**config.mk**
```make
export PLATFORM = sky130hd
export DESIGN_NAME = fetch_unit_flat
export DESIGN_NICKNAME = d
export VERILOG_FILES = /design/src/rtl/fetch_unit_if.sv /design/src/rtl/fetch_unit.sv /design/src/flat_wrapper.sv
export SDC_FILE = /design/constraint.sdc
export NUM_CORES = 1
export LEC_CHECK = 0
export CAP_MARGIN = 20
export CORE_MARGIN = 2
export CORE_UTILIZATION = 51
export DETAILED_ROUTE_END_ITERATION = 6
export PLACE_DENSITY = 0.84
export SLEW_MARGIN = 20
export SYNTH_ARGS = -nofsm -noshare
export SYNTH_HDL_FRONTEND = slang
export SYNTH_SLANG_ARGS = --single-unit
export TNS_END_PERCENT = 10
```
**constraint.sdc**
```tcl
create_clock -name clk -period 11 [get_ports clk]
set_input_delay 2.2 -clock clk [delete_from_list [all_inputs] [get_ports clk]]
set_output_delay 2.2 -clock clk [all_outputs]
set_load 0.1 [all_outputs]
```
**src/rtl/fetch_unit_if.sv**
```systemverilog
// Fetch unit bundle: instruction ROM port, execute redirect, decode handshake and fault status.
// Latency: pure wiring, no storage.
// Backpressure: out_valid/out_ready handshake toward decode; the ROM and redirect paths have none.
// Optional feature macro: FETCH_ALIGN_CHECK_EN adds the misalign status bit.
interface fetch_unit_if #(
    parameter int N = 32
);
    // ROM side: word address out, combinational data back
    logic [5:0]   imem_addr;
    logic [N-1:0] imem_q;

    // redirect from execute
    logic         br_taken;
    logic [63:0]  br_target;

    // head of the fetch queue toward decode
    logic         out_valid;
    logic         out_ready;
    logic [N-1:0] out_instr;
    logic [63:0]  out_pc;

    // sticky status
    logic         fault;
`ifdef FETCH_ALIGN_CHECK_EN
    logic         misalign;
`endif

`ifdef FETCH_ALIGN_CHECK_EN
    modport master (
        output imem_addr,
        input  imem_q,
        input  br_taken,
        input  br_target,
        output out_valid,
        input  out_ready,
        output out_instr,
        output out_pc,
        output fault,
        output misalign
    );

    modport slave (
        input  imem_addr,
        output imem_q,
        output br_taken,
        output br_target,
        input  out_valid,
        output out_ready,
        input  out_instr,
        input  out_pc,
        input  fault,
        input  misalign
    );
`else
    modport master (
        output imem_addr,
        input  imem_q,
        input  br_taken,
        input  br_target,
        output out_valid,
        input  out_ready,
        output out_instr,
        output out_pc,
        output fault
    );

    modport slave (
        input  imem_addr,
        output imem_q,
        output br_taken,
        output br_target,
        input  out_valid,
        output out_ready,
        input  out_instr,
        input  out_pc,
        input  fault
    );
`endif

endinterface

```
**src/rtl/fetch_unit.sv**
```systemverilog
// Instruction fetch: drives ROM word address from PC, queues {pc, instr} pairs, flags out-of-range fetches.
// Latency: fetched word visible at the queue head one cycle after its address is presented; redirect costs one empty cycle.
// Backpressure: fetch stalls while the queue is full unless the head drains in the same cycle; out_ready ignored when empty.
// Optional feature macro: FETCH_ALIGN_CHECK_EN (misaligned PC also faults and sets the misalign flag).
module fetch_unit #(
    parameter int N          = 32,
    parameter int DEPTH      = 2,
    parameter int IMEM_WORDS = 19
) (
    input  logic          clk,
    input  logic          reset,
    fetch_unit_if.master  bus
);

    localparam int PW = $clog2(DEPTH);
    localparam int CW = PW + 1;

    typedef enum logic {
        RUN   = 1'b0,
        FAULT = 1'b1
    } state_t;

    state_t        state_q, state_d;
    logic [63:0]   pc_q, pc_d;
    logic [CW-1:0] cnt_q, cnt_d;
    logic [PW-1:0] rd_q, rd_d;
    logic [PW-1:0] wr_q, wr_d;

    // queue storage; contents are don't-care while empty so it carries no reset
    logic [63:0]   pc_mem    [DEPTH];
    logic [N-1:0]  instr_mem [DEPTH];

    logic          in_range;
    logic          pc_ok;
    logic          head_vld;
    logic          deq;
    logic          slot_free;
    logic          fetch_try;
    logic          enq;
    logic          fault_go;

`ifdef FETCH_ALIGN_CHECK_EN
    logic          misalign_q, misalign_d;
`endif

    // Word index compared at full width so huge targets are caught too.
    assign in_range  = (pc_q[63:2] < 62'(IMEM_WORDS));

`ifdef FETCH_ALIGN_CHECK_EN
    assign pc_ok     = in_range && (pc_q[1:0] == 2'b00);
`else
    // Low PC bits ride along into out_pc; fetch only uses the word address.
    assign pc_ok     = in_range;
`endif

    assign head_vld  = (cnt_q != '0);
    assign deq       = head_vld && bus.out_ready;
    // A full queue still accepts when the head leaves this same cycle.
    assign slot_free = (cnt_q < CW'(DEPTH)) || deq;
    // A fetch would happen this cycle if the PC were good; the PC check then picks enqueue or fault.
    assign fetch_try = (state_q == RUN) && !bus.br_taken && slot_free;
    assign enq       = fetch_try && pc_ok;
    assign fault_go  = fetch_try && !pc_ok;

    // Next-state and pointer/count/PC update; redirect wins over everything except reset.
    always_comb begin
        state_d = state_q;
        pc_d    = pc_q;
        cnt_d   = cnt_q;
        rd_d    = rd_q;
        wr_d    = wr_q;
        if (bus.br_taken) begin
            // flush: any same-cycle dequeue is dropped along with the rest
            state_d = RUN;
            pc_d    = bus.br_target;
            cnt_d   = '0;
            rd_d    = '0;
            wr_d    = '0;
        end else begin
            if (fault_go) begin
                state_d = FAULT;
            end
            if (enq) begin
                pc_d = pc_q + 64'd4;
                wr_d = wr_q + PW'(1);
            end
            if (deq) begin
                rd_d = rd_q + PW'(1);
            end
            case ({enq, deq})
                2'b10:   cnt_d = cnt_q + CW'(1);
                2'b01:   cnt_d = cnt_q - CW'(1);
                default: cnt_d = cnt_q;
            endcase
        end
    end

    // State, PC and queue bookkeeping registers.
    always_ff @(posedge clk) begin
        if (reset) begin
            state_q <= RUN;
            pc_q    <= '0;
            cnt_q   <= '0;
            rd_q    <= '0;
            wr_q    <= '0;
        end else begin
            state_q <= state_d;
            pc_q    <= pc_d;
            cnt_q   <= cnt_d;
            rd_q    <= rd_d;
            wr_q    <= wr_d;
        end
    end

    // Capture the combinational ROM word together with the PC that addressed it.
    always_ff @(posedge clk) begin
        if (!reset && enq) begin
            pc_mem[wr_q]    <= pc_q;
            instr_mem[wr_q] <= bus.imem_q;
        end
    end

`ifdef FETCH_ALIGN_CHECK_EN
    // Misalign flag: set when a fault is caused by a misaligned PC, cleared by redirect.
    always_comb begin
        misalign_d = misalign_q;
        if (bus.br_taken) begin
            misalign_d = 1'b0;
        end else if (fault_go && (pc_q[1:0] != 2'b00)) begin
            misalign_d = 1'b1;
        end
    end

    // Misalign flag register.
    always_ff @(posedge clk) begin
        if (reset) begin
            misalign_q <= 1'b0;
        end else begin
            misalign_q <= misalign_d;
        end
    end

    assign bus.misalign = misalign_q;
`endif

    assign bus.imem_addr = pc_q[7:2];
    assign bus.out_valid = head_vld;
    assign bus.out_instr = instr_mem[rd_q];
    assign bus.out_pc    = pc_mem[rd_q];
    // fault is sticky simply because FAULT is only left by redirect or reset
    assign bus.fault     = (state_q == FAULT);

endmodule

```
**src/flat_wrapper.sv**
```systemverilog
// flat-port wrapper written by rule: the top's interface ports become plain ports
module fetch_unit_flat 
#(
    parameter int N          = 32,
    parameter int DEPTH      = 2,
    parameter int IMEM_WORDS = 19
)
  (clk, reset, bus_imem_addr, bus_imem_q, bus_br_taken, bus_br_target, bus_out_valid, bus_out_ready, bus_out_instr, bus_out_pc, bus_fault);
  fetch_unit_if #(.N(N)) bus_i ();
  input  logic clk;
  input  logic reset;
  output wire logic [$bits(bus_i.imem_addr)-1:0] bus_imem_addr;
  input wire logic [$bits(bus_i.imem_q)-1:0] bus_imem_q;
  input wire logic [$bits(bus_i.br_taken)-1:0] bus_br_taken;
  input wire logic [$bits(bus_i.br_target)-1:0] bus_br_target;
  output wire logic [$bits(bus_i.out_valid)-1:0] bus_out_valid;
  input wire logic [$bits(bus_i.out_ready)-1:0] bus_out_ready;
  output wire logic [$bits(bus_i.out_instr)-1:0] bus_out_instr;
  output wire logic [$bits(bus_i.out_pc)-1:0] bus_out_pc;
  output wire logic [$bits(bus_i.fault)-1:0] bus_fault;
  assign bus_imem_addr = bus_i.imem_addr;
  assign bus_i.imem_q = bus_imem_q;
  assign bus_i.br_taken = bus_br_taken;
  assign bus_i.br_target = bus_br_target;
  assign bus_out_valid = bus_i.out_valid;
  assign bus_i.out_ready = bus_out_ready;
  assign bus_out_instr = bus_i.out_instr;
  assign bus_out_pc = bus_i.out_pc;
  assign bus_fault = bus_i.fault;
  fetch_unit #(.N(N), .DEPTH(DEPTH), .IMEM_WORDS(IMEM_WORDS)) u_core (.clk(clk), .reset(reset), .bus(bus_i));
endmodule
```
==> results.yml <==
finish:
  stdcell_area_sq_mm: 0.0128
  nets: 891
  syn_to_final_growth_pct: 32.3
  fillers: 1225
  drive_gt1_frac: 0.196
timing:
  relSlewSlack: 0.294
  finClkSkew_ns: 0.0183
  timing.final.crit_period_ns: 5.64
  hold_slack_ns: 0.467
  setup_tns_ns: 0
  grt_setup_unrepaired: "no"
  hold_viol: 0
  setup_viol: 0
  fmax_mhz: 177
  finalMaxSlewViolations: 0
  fin_crit_sh: 0.512
  fin_ws_ns: 5.36
  tightest_slew_ns: 1.06
worst_setup_path:
  worstSetupStartpointType: "flip-flop"
  end_kind: "output port"
  reg2reg_from: "u_core.pc_q[26]$_SDFFE_PP0P_"
  required_ns: 8.80
  worstRegToRegCells: 8
  r2r-end: "u_core.instr_mem[1][26]$_DFFE_PP_"
  crit_type: "flip-flop to output port"
  ff2ff_setup_slack_ns: 7.24
  critPathMaxFanout: 65
  critical_path_arrival_ns: 3.44
placed_design:
  place_worst_setup_slack_ns: 5.89
  dpl.hpwl_um: 13300
  place_area_sq_mm: 0.0119
  port_buffers: 203
  place_congestion: 0.765
power_and_ir_drop:
  power_leakage_nw: 4.48
  power_w: 0.00207
  combPwrFrac: 0.047
  netSwitchingFraction: 0.201
  ir_drop_uv: 115
  power_frac_seq: 0.525
  p_int_w: 0.00166
  power_density_mw_per_mm2: 162
  p_clk_frac: 0.428
  power_switching_w: 0.000416
routing:
  via_per_inst: 5.31
  drc: 0
  wl_per_cell_um: 19.4
  drtAntennaViolNets: 0
  drtIter0Drc: 309
  routed_wl_um: 20300
  first_pass_iters: 5
  vias: 5546
synthesis:
  yosysUniqueCellTypes: 40
  async_flop_share: 0
  synth_edf_count: 192
  postSynthCellCount: 583
  synth_area_per_cell_sq_um: 16.6
  ys_ff_latch: 262
  synth_top_flop_cell: "edfxtp_1"
  netlist.area_leader.share: 0.595
  ys_warn_count: 0
  synthesis.nets: 685
  synth_seq_area_share: 0.740
  yosysTopAreaCell: "edfxtp_1"
  synth_area_leaders: "edfxtp_1 (59%), dfxtp_1 (14%), mux2_2 (11%), mux2i_1 (6.2%), nor2_1 (2.6%)"
  syn-cell-area_sq_mm: 0.00969
cts:
  cts_buffers: 27
  clkSinkCount: 262
  cts_root_buf: "clkbuf_16"
  clkTransAtPathRegs_ns: 0.06
  h-tree-depth: 1
  tritoncts: "yes"
  cts_resized: 0
  insertion_delay_ns: 0.52
  clock_path_buffers: 3
  cts_setup_buffers: 0
  postCtsHoldBufs: 0
grt:
  grt_pass1_wl_um: 30700
  grt_max_degree: 71
  busiest_layer: "met2"
  grt_use_met2: 0.341
  grt_overflow: 0
  grtUsageMet3: 0.0456
  grt.total_usage: 0.196
  grt.met1_usage: 0.249
  grt_pass1_vias: 5702
  antenna_found_initial: 1
run_status:
  run_status: "finished clean"
hold_path:
  worstHoldPathCells: 0
  holdPathEnd: "u_core.pc_mem[0][0]$_DFFE_PP_"
  hp-class: "flip-flop to flip-flop"
  min_from: "u_core.pc_q[0]$_SDFFE_PP0P_"
floorplanning:
  core_area_sq_mm: 0.0187
  rows: 50
  die_h_um: 142
  dieWidth_um: 142
  ios: 204
  start_util: 0.518
  die_area_sq_mm: 0.0201
run:
  cap_violations: 0
[cell type report]
class / count / area (sq um) / area share
Antenna cell: 1 / 2.50 / 0.000195
Clock buffer: 36 / 759 / 0.0592
Clock inverter: 14 / 134 / 0.0104
Inverter: 3 / 11.3 / 0.000878
Multi-Input combinational cell: 285 / 2380 / 0.185
Sequential cell: 262 / 7170 / 0.559
Tap cell: 234 / 293 / 0.0228
Timing Repair Buffer: 210 / 2080 / 0.162
[flip-flops by register name, indices dropped and copies added (netlist names), named ones only]
register,count
u_core.bus.fault,1
u_core.cnt_q,2
u_core.instr_mem,64
u_core.pc_mem,128
u_core.pc_q,64
u_core.rd_q,1
u_core.wr_q,1
[worst max-delay path: stages (launching register included)]
cell	delay [ns]
dfxtp_4	0.61
buf_4	0.72
mux2_2	0.30
clkdlybuf4s50_1	1.16
[placed cells by master (no fill, tap or decap), types with 2 or more instances in the layout]
master / n
or3_1: 3
o21ai_0: 2
inv_6: 2
a21oi_1: 4
nor4_1: 13
clkinv_2: 5
o21ai_1: 2
dfxtp_1: 69
clkinv_1: 2
clkbuf_1: 4
nor3_1: 3
clkdlybuf4s50_1: 201
buf_4: 8
nor2_1: 66
xnor2_1: 2
nor2b_1: 4
nand3_1: 2
clkinvlp_4: 2
nand4_1: 4
bufinv_16: 2
clkbuf_8: 5
inv_1: 2
edfxtp_1: 192
or2_2: 2
mux2_2: 96
ha_1: 2
clkbuf_16: 27
mux2i_1: 60
[power groups by stage]
stage                     Sequential, W  Clock, W  Combinational (W)
after detailed placement        0.00111         0          0.0000973
final                           0.00109  0.000887          0.0000975
after floorplan                 0.00111         0          0.0000474
after CTS                       0.00109  0.000902          0.0000984
after global routing            0.00109  0.000942           0.000104
after global placement          0.00111         0          0.0000949
[Yosys cell counts (2+ instances only)]
library cell,count
nor2_1,66
dfxtp_1,70
nor2b_1,4
mux2i_1,60
nor4_1,13
or3_1,3
nor3b_1,2
or2_2,2
buf_1,11
xnor2_1,2
nand3_1,2
mux2_2,96
edfxtp_1,192
buf_4,6
nor3_1,4
ha_1,2
a21oi_1,4
nand4_1,4
o21ai_0,2
o21ai_1,2
inv_1,2
clkbuf_1,16
[logic make-up after synthesis]
family,after synthesis,share of synthesized area
flip-flops,262,0.740
multiplexers,156,0.174
adder cells (fa/ha/maj),2,0.00258
XOR/XNOR,3,0.00271
buffers and inverters,36,0.0163
AO/OA/AOI/OAI,17,0.0121
AND/OR/NAND/NOR,107,0.0532
[how the worst max path moves through the flow]
stage / to / slack [ns] / cells past startpoint
global placement: bus_out_pc[54] / 5.93 / 3
floorplan: u_core.instr_mem[1][0]$_DFFE_PP_ / 0.67 / 5
finish: bus_out_pc[54] / 5.36 / 3
CTS: bus_out_pc[16] / 5.33 / 3
detailed placement: bus_out_pc[16] / 5.89 / 3
global route: bus_out_instr[11] / 5.23 / 3
[layer usage]
| layer | vias to the layer above | part of all wire | routed length, um |
|---|---|---|---|
| met4 | 0 | 0.018 | 357 |
| met5 | - | 0 | 0 |
| met2 | 218 | 0.49 | 10000 |
| li1 | 2609 | - | - |
| met3 | 28 | 0.083 | 1680 |
| met1 | 2691 | 0.41 | 8240 |
[metrics by stage]
stage | utilization | std cells
after floorplan | - | 583
after global placement | 0.638 | 994
after detailed placement | 0.638 | 994
after CTS | 0.685 | 1044
after global routing | 0.685 | 1044
final | 0.686 | 1045
No activity file was read; power rests on OpenSTA's default activity.
